<file path="src/rtl/algo_1r6w_a664_pkg.sv">
// Shared sizes and write-beat payload for the 1r6w a664 write-ingress stage.
package algo_1r6w_a664_pkg;

    // Ceiling log2, used to size FIFO pointers from the depth.
    function automatic int unsigned log2_ceil(input int unsigned v);
        int unsigned r;
        r = 0;
        while ((32'd1 << r) < v) begin
            r = r + 1;
        end
        return r;
    endfunction

    localparam int unsigned NUMWRPT = 6;
    localparam int unsigned WIDTH   = 32;
    localparam int unsigned BITADDR = 13;
    localparam int unsigned FIFODEP = 4;
    localparam int unsigned BITFIFO = log2_ceil(FIFODEP);
    localparam int unsigned BITCNT  = BITFIFO + 1;

    // One buffered client write.
    typedef struct packed {
        logic [BITADDR-1:0] adr;
        logic [WIDTH-1:0]   din;
    } wr_beat_t;

endpackage

</file>
<file path="src/rtl/algo_wr_fifo.sv">
// Single-clock per-port write FIFO; head is the oldest beat, visible the cycle after push.
module algo_wr_fifo
    import algo_1r6w_a664_pkg::*;
(
    input  logic              clk,
    input  logic              rst,
    input  logic              push,
    input  logic              pop,
    input  wr_beat_t          wdata,
    output wr_beat_t          head,
    output logic [BITCNT-1:0] cnt,
    output logic              full,
    output logic              empty
);

    wr_beat_t           mem [FIFODEP];
    logic [BITFIFO-1:0] wptr;
    logic [BITFIFO-1:0] rptr;
    logic               do_push;
    logic               do_pop;

    assign full    = (cnt == BITCNT'(FIFODEP));
    assign empty   = (cnt == '0);
    assign do_push = push & ~full;
    assign do_pop  = pop & ~empty;
    assign head    = mem[rptr];

    // Storage array; contents are don't-care after reset.
    always_ff @(posedge clk) begin
        if (do_push) begin
            mem[wptr] <= wdata;
        end
    end

    // Pointers and occupancy; pointers wrap naturally.
    always_ff @(posedge clk or negedge rst) begin
        if (!rst) begin
            wptr <= '0;
            rptr <= '0;
            cnt  <= '0;
        end else begin
            if (do_push) begin
                wptr <= wptr + BITFIFO'(1);
            end
            if (do_pop) begin
                rptr <= rptr + BITFIFO'(1);
            end
            if (do_push && !do_pop) begin
                cnt <= cnt + BITCNT'(1);
            end else if (do_pop && !do_push) begin
                cnt <= cnt - BITCNT'(1);
            end
        end
    end

endmodule

</file>
<file path="src/rtl/algo_1r6w_a664_wr_stage.sv">
// Write-ingress stage: buffers six client write streams and issues them to the
// 1r6w macro, serialising same-cycle writes that target the same address.
module algo_1r6w_a664_wr_stage
    import algo_1r6w_a664_pkg::*;
(
    input  logic                        clk,
    input  logic                        rst,
    input  logic [NUMWRPT-1:0]          cl_vld,
    output logic [NUMWRPT-1:0]          cl_rdy,
    input  logic [NUMWRPT*BITADDR-1:0]  cl_adr,
    input  logic [NUMWRPT*WIDTH-1:0]    cl_din,
    input  logic                        ready,
    input  logic                        wr_bp,
    output logic [NUMWRPT-1:0]          write,
    output logic [NUMWRPT*BITADDR-1:0]  wr_adr,
    output logic [NUMWRPT*WIDTH-1:0]    din,
    output logic [NUMWRPT*BITCNT-1:0]   fifo_cnt,
    output logic                        idle
);

    logic               run;
    logic [NUMWRPT-1:0] push;
    logic [NUMWRPT-1:0] full;
    logic [NUMWRPT-1:0] empty;
    logic [NUMWRPT-1:0] elig;
    logic [NUMWRPT-1:0] issue;
    wr_beat_t           in_beat [NUMWRPT];
    wr_beat_t           head    [NUMWRPT];
    logic [BITCNT-1:0]  cnt     [NUMWRPT];

    // Holds client accept low until the first clock after reset release.
    always_ff @(posedge clk or negedge rst) begin
        if (!rst) begin
            run <= 1'b0;
        end else begin
            run <= 1'b1;
        end
    end

    assign cl_rdy = {NUMWRPT{run}} & ~full;
    assign push   = cl_vld & cl_rdy;
    assign elig   = ~empty & {NUMWRPT{ready & ~wr_bp}};
    assign write  = issue;
    assign idle   = &empty;

    // Lowest-index port wins among eligible heads sharing an address.
    always_comb begin
        issue = '0;
        for (int unsigned i = 0; i < NUMWRPT; i++) begin
            issue[i] = elig[i];
            for (int unsigned j = 0; j < i; j++) begin
                if (elig[j] && (head[j].adr == head[i].adr)) begin
                    issue[i] = 1'b0;
                end
            end
        end
    end

    // Per-port FIFO and flat bus slicing.
    for (genvar g = 0; g < int'(NUMWRPT); g++) begin : g_port
        assign in_beat[g] = {cl_adr[g*BITADDR +: BITADDR], cl_din[g*WIDTH +: WIDTH]};

        algo_wr_fifo u_fifo (
            .clk   (clk),
            .rst   (rst),
            .push  (push[g]),
            .pop   (issue[g]),
            .wdata (in_beat[g]),
            .head  (head[g]),
            .cnt   (cnt[g]),
            .full  (full[g]),
            .empty (empty[g])
        );

        assign wr_adr[g*BITADDR +: BITADDR] = head[g].adr;
        assign din[g*WIDTH +: WIDTH]        = head[g].din;
        assign fifo_cnt[g*BITCNT +: BITCNT] = cnt[g];
    end

endmodule

</file>
<file path="config.mk">
export PLATFORM = sky130hd
export DESIGN_NAME = algo_1r6w_a664_wr_stage
export DESIGN_NICKNAME = d
export VERILOG_FILES = /design/src/rtl/algo_1r6w_a664_pkg.sv /design/src/rtl/algo_wr_fifo.sv /design/src/rtl/algo_1r6w_a664_wr_stage.sv
export SDC_FILE = /design/constraint.sdc
export NUM_CORES = 1
export LEC_CHECK = 0
export BUFFER_PORTS_ARGS = -buffer_cell sky130_fd_sc_hd__buf_4
export CAP_MARGIN = 20
export CORE_MARGIN = 1
export CORE_UTILIZATION = 58
export DETAILED_ROUTE_END_ITERATION = 12
export GPL_TIMING_DRIVEN = 0
export PLACE_DENSITY = 0.79
export SLEW_MARGIN = 15
export SYNTH_ARGS = -nofsm -noshare
export SYNTH_HDL_FRONTEND = slang
export SYNTH_HIERARCHICAL = 1
export SYNTH_SLANG_ARGS = --single-unit
</file>
<file path="constraint.sdc">
create_clock -name clk -period 4 [get_ports clk]
set_clock_uncertainty 0.15 [all_clocks]
set_input_delay 0.4 -clock clk [delete_from_list [all_inputs] [get_ports clk]]
set_output_delay 0.4 -clock clk [all_outputs]
set_load 0.03 [all_outputs]
</file>
==> flow_metrics.env <==
export IMPL_clk_pin_slew_ps=60
export IMPL_yosysTopAreaCell="edfxtp_1"
export IMPL_crit_path_start="g_port[5].u_fifo/rptr[0]$_DFFE_PN0P_"
export IMPL_area_growth_pct=28.1
export IMPL_io_buffers=580
export IMPL_antenna_left=0
export IMPL_ioPinCount=581
export IMPL_tightest_slew_ps=878
export IMPL_drive_gt1_share_pct=40.3
export IMPL_rsz0062_at_grt="true"
export IMPL_syn_inst=2005
export IMPL_p_leak_nw=20.0
export IMPL_setup_viol=0
export IMPL_status="finished, final reports clean"
export IMPL_clk_insertion_delay_late_ps=670
export IMPL_via_per_inst=5.87
export IMPL_die_y_um=279
export IMPL_wl_per_cell_um=27.4
export IMPL_die_w_um=279
export IMPL_synth_area_leaders="edfxtp_1 73%, mux4_2 14%, xnor2_1 2.8%"
export IMPL_cts_root_buf="clkbuf_16"
export IMPL_synth_seq_area_share_pct=75.5
export IMPL_period_share_pct=97.7
export IMPL_syn_nets=2321
export IMPL_drt_first_pass_iters=5
export IMPL_p_total_w=0.0444
export IMPL_grtUsageTotal_pct=28.6
export IMPL_pre_cts_ws_ps=-64.3
export IMPL_cts_tree="done"
export IMPL_drt_total_wl_um=112000
export IMPL_crit_required_ps=3450
export IMPL_grt_pass1_vias=25415
export IMPL_seqCellArea_um2=33500
export IMPL_ys_async_sr_fraction_pct=3.83
export IMPL_antenna_found_initial=13
export IMPL_synthAdderAreaFrac_pct=1.12
export IMPL_syn_cell_area_um2=44400
export IMPL_max_cap_violations=0
export IMPL_setup_tns_final_ps=0
export IMPL_cp_end_kind="output port"
export IMPL_worstPathMaxFanout=10
export IMPL_synth_mux_area_share_pct=14.0
export IMPL_dp_hpwl_um=68100
export IMPL_cts_sinks=1123
export IMPL_synth_ff_type="edfxtp_1"
export IMPL_clockBufferDepth=3
export IMPL_ir_drop_mv=0.551
export IMPL_worstHoldPathType="primary input to flop"
export IMPL_final_cell_area_um2=56900
export IMPL_die_area_um2=77700
export IMPL_grt_max_degree=46
export IMPL_critPathLaunchType="flop"
export IMPL_nFillCells=4116
export IMPL_grt_overflow=0
export IMPL_yosysWarnings=6
export IMPL_htree_levels=3
export IMPL_hold_violations=0
export IMPL_whs_ps=181
export IMPL_drc=0
export IMPL_min_period_ps=3910
export IMPL_cts_buffers=108
export IMPL_power_per_cell_area_nw_per_um2=780
export IMPL_synth_top_family_by_area="multiplexers"
export IMPL_crit_arrival_ps=3360
export IMPL_min_from="cl_vld[2]"
export IMPL_dr_first_iter_drc_count=1973
export IMPL_place_area_um2=50100
export IMPL_core_area_um2=75800
export IMPL_timing_rr_start="g_port[0].u_fifo/rptr[0]$_DFFE_PN0P_"
export IMPL_synth_top_area_share_pct=73.0
export IMPL_slew_viol_final=0
export IMPL_synth_area_per_cell_um2=22.1
export IMPL_synth_edff_count=1080
export IMPL_multi_input_area_um2=9960
export IMPL_synth_cell_type_count=30
export IMPL_synth_xor_area_share_pct=4.56
export IMPL_synth_compound_area_share_pct=0.0648
export IMPL_final_nets=3319
export IMPL_grt_pass1_wl_um=162000
export IMPL_gp_congestion=0.911
export IMPL_ys_seq_elements=1123
export IMPL_max_freq_ghz=0.256
export IMPL_initial_core_util_pct=58.6
export IMPL_yosys_area_share_simple_pct=2.12
export IMPL_path_class="flop to output port"
export IMPL_worst_slack_ps=90.0
export IMPL_num_rows=101
export IMPL_vias=23950
export IMPL_relSlewSlack_pct=41.5
==> cells in the final DEF (no fill, tap or decap), drive strengths merged <==
cell type,count
edfxtp,1080
buf,754
dlygate4sd3,271
mux4,270
clkbuf,148
xnor2,143
xor2,88
clkinv,50
dfrtp,43
ha,30
and2,30
nand4,27
inv,25
nor4,22
nand3,21
nor2,13
nor2b,12
mux2,12
nor3,12
nand2,9
diode,8
bufinv,7
nor3b,6
or3,6
fa,6
o31ai,3
clkinvlp,2
nand2b,1
o22ai,1
conb,1
==> critical path, cell delays in order, from the launching register on <==
cell and delay (ps):
dfrtp_1 450, buf_12 200, buf_12 170, mux4_2 570, buf_2 220, xor2_1 200, nor4_1 70, nand2_1 90
o22ai_2 100, nor4_4 350, buf_4 260
==> metrics by stage <==
stage | cells | utilization [%]
after floorplan | 2005 | -
after global placement | 3563 | 66.0
after detailed placement | 3563 | 66.0
after CTS | 4033 | 74.3
after global routing | 4077 | 75.0
final | 4079 | 75.0
==> routing by layer <==
metal  part of all wire [%]  global-route usage (%)
met1                     37                    36.6
met2                     52                    49.0
met3                    6.7                    4.96
met4                    4.0                    11.4
met5                  0.040                       0
==> cells in the mapped netlist (17+ instances only) <==
master,n
xnor2_1,143
nand3_1,21
xor2_1,88
and2_1,30
nand4_1,27
buf_6,17
buf_2,101
ha_1,30
mux4_2,270
inv_1,24
nor4_1,22
edfxtp_1,1080
dfrtp_1,43
==> registers in the layout (all words and copies together), names as in the netlist <==
| signal | flops |
|---|---|
| g_port.u_fifo/cnt | 18 |
| run | 1 |
| g_port.u_fifo/rptr | 12 |
| g_port.u_fifo/wptr | 12 |
| g_port.u_fifo/mem | 1080 |
==> report_power, final <==
part | internal [W] | switching, W | leakage [nW]
clock | 0.00552 | 0.00430 | 1.66
sequential | 0.0144 | 0.000544 | 10.3
combinational | 0.00822 | 0.0114 | 8.06
total | 0.0282 | 0.0162 | 20.0
==> layout make-up <==
class	instances	area share, %
multi-input cells	713	17.5
clock buffers	140	5.04
flip-flops and latches	1123	58.9
diodes	8	0.0352
plain buffers	109	1.82
well taps	978	2.15
inverters	24	0.158
repair buffers	924	13.4
clock inverters	60	0.959
==> final timing paths <==
kind	to	slack, ps	depth (start not counted)
setup / recovery	write[5]	90	10
hold / removal	g_port[2].u_fifo/wptr[0]$_DFFE_PN0P_	180	5
setup reg to reg	g_port[2].u_fifo/cnt[2]$_DFFE_PN0P_	120	16
hold reg to reg	g_port[3].u_fifo/cnt[2]$_DFFE_PN0P_	370	1
max in group asynchronous	g_port[4].u_fifo/wptr[1]$_DFFE_PN0P_	2950	2
min in group asynchronous	g_port[0].u_fifo/wptr[1]$_DFFE_PN0P_	210	2
==> timing repair <==
| item | 4_1_cts | 5_1_grt |
|---|---|---|
| resized for setup | 23 | 40 |
| pin swaps | 3 | 20 |
| setup buffers | 3 | 70 |
| hold buffers | 271 | 0 |
| endpoints found under the setup margin | 14 | 15 |
| hold endpoints to repair | 1123 | 0 |
==> cells by family (layout without fill, tap and decap cells) <==
logic type,after synthesis,count (layout)
buffers and inverters,169,1257
AO/OA/AOI/OAI,4,4
flip-flops,1123,1123
XOR/XNOR,231,231
adder cells (fa/ha/maj),36,36
multiplexers,282,282
AND/OR/NAND/NOR,159,159
other,1,9
Power figures use the tool's default switching activity.
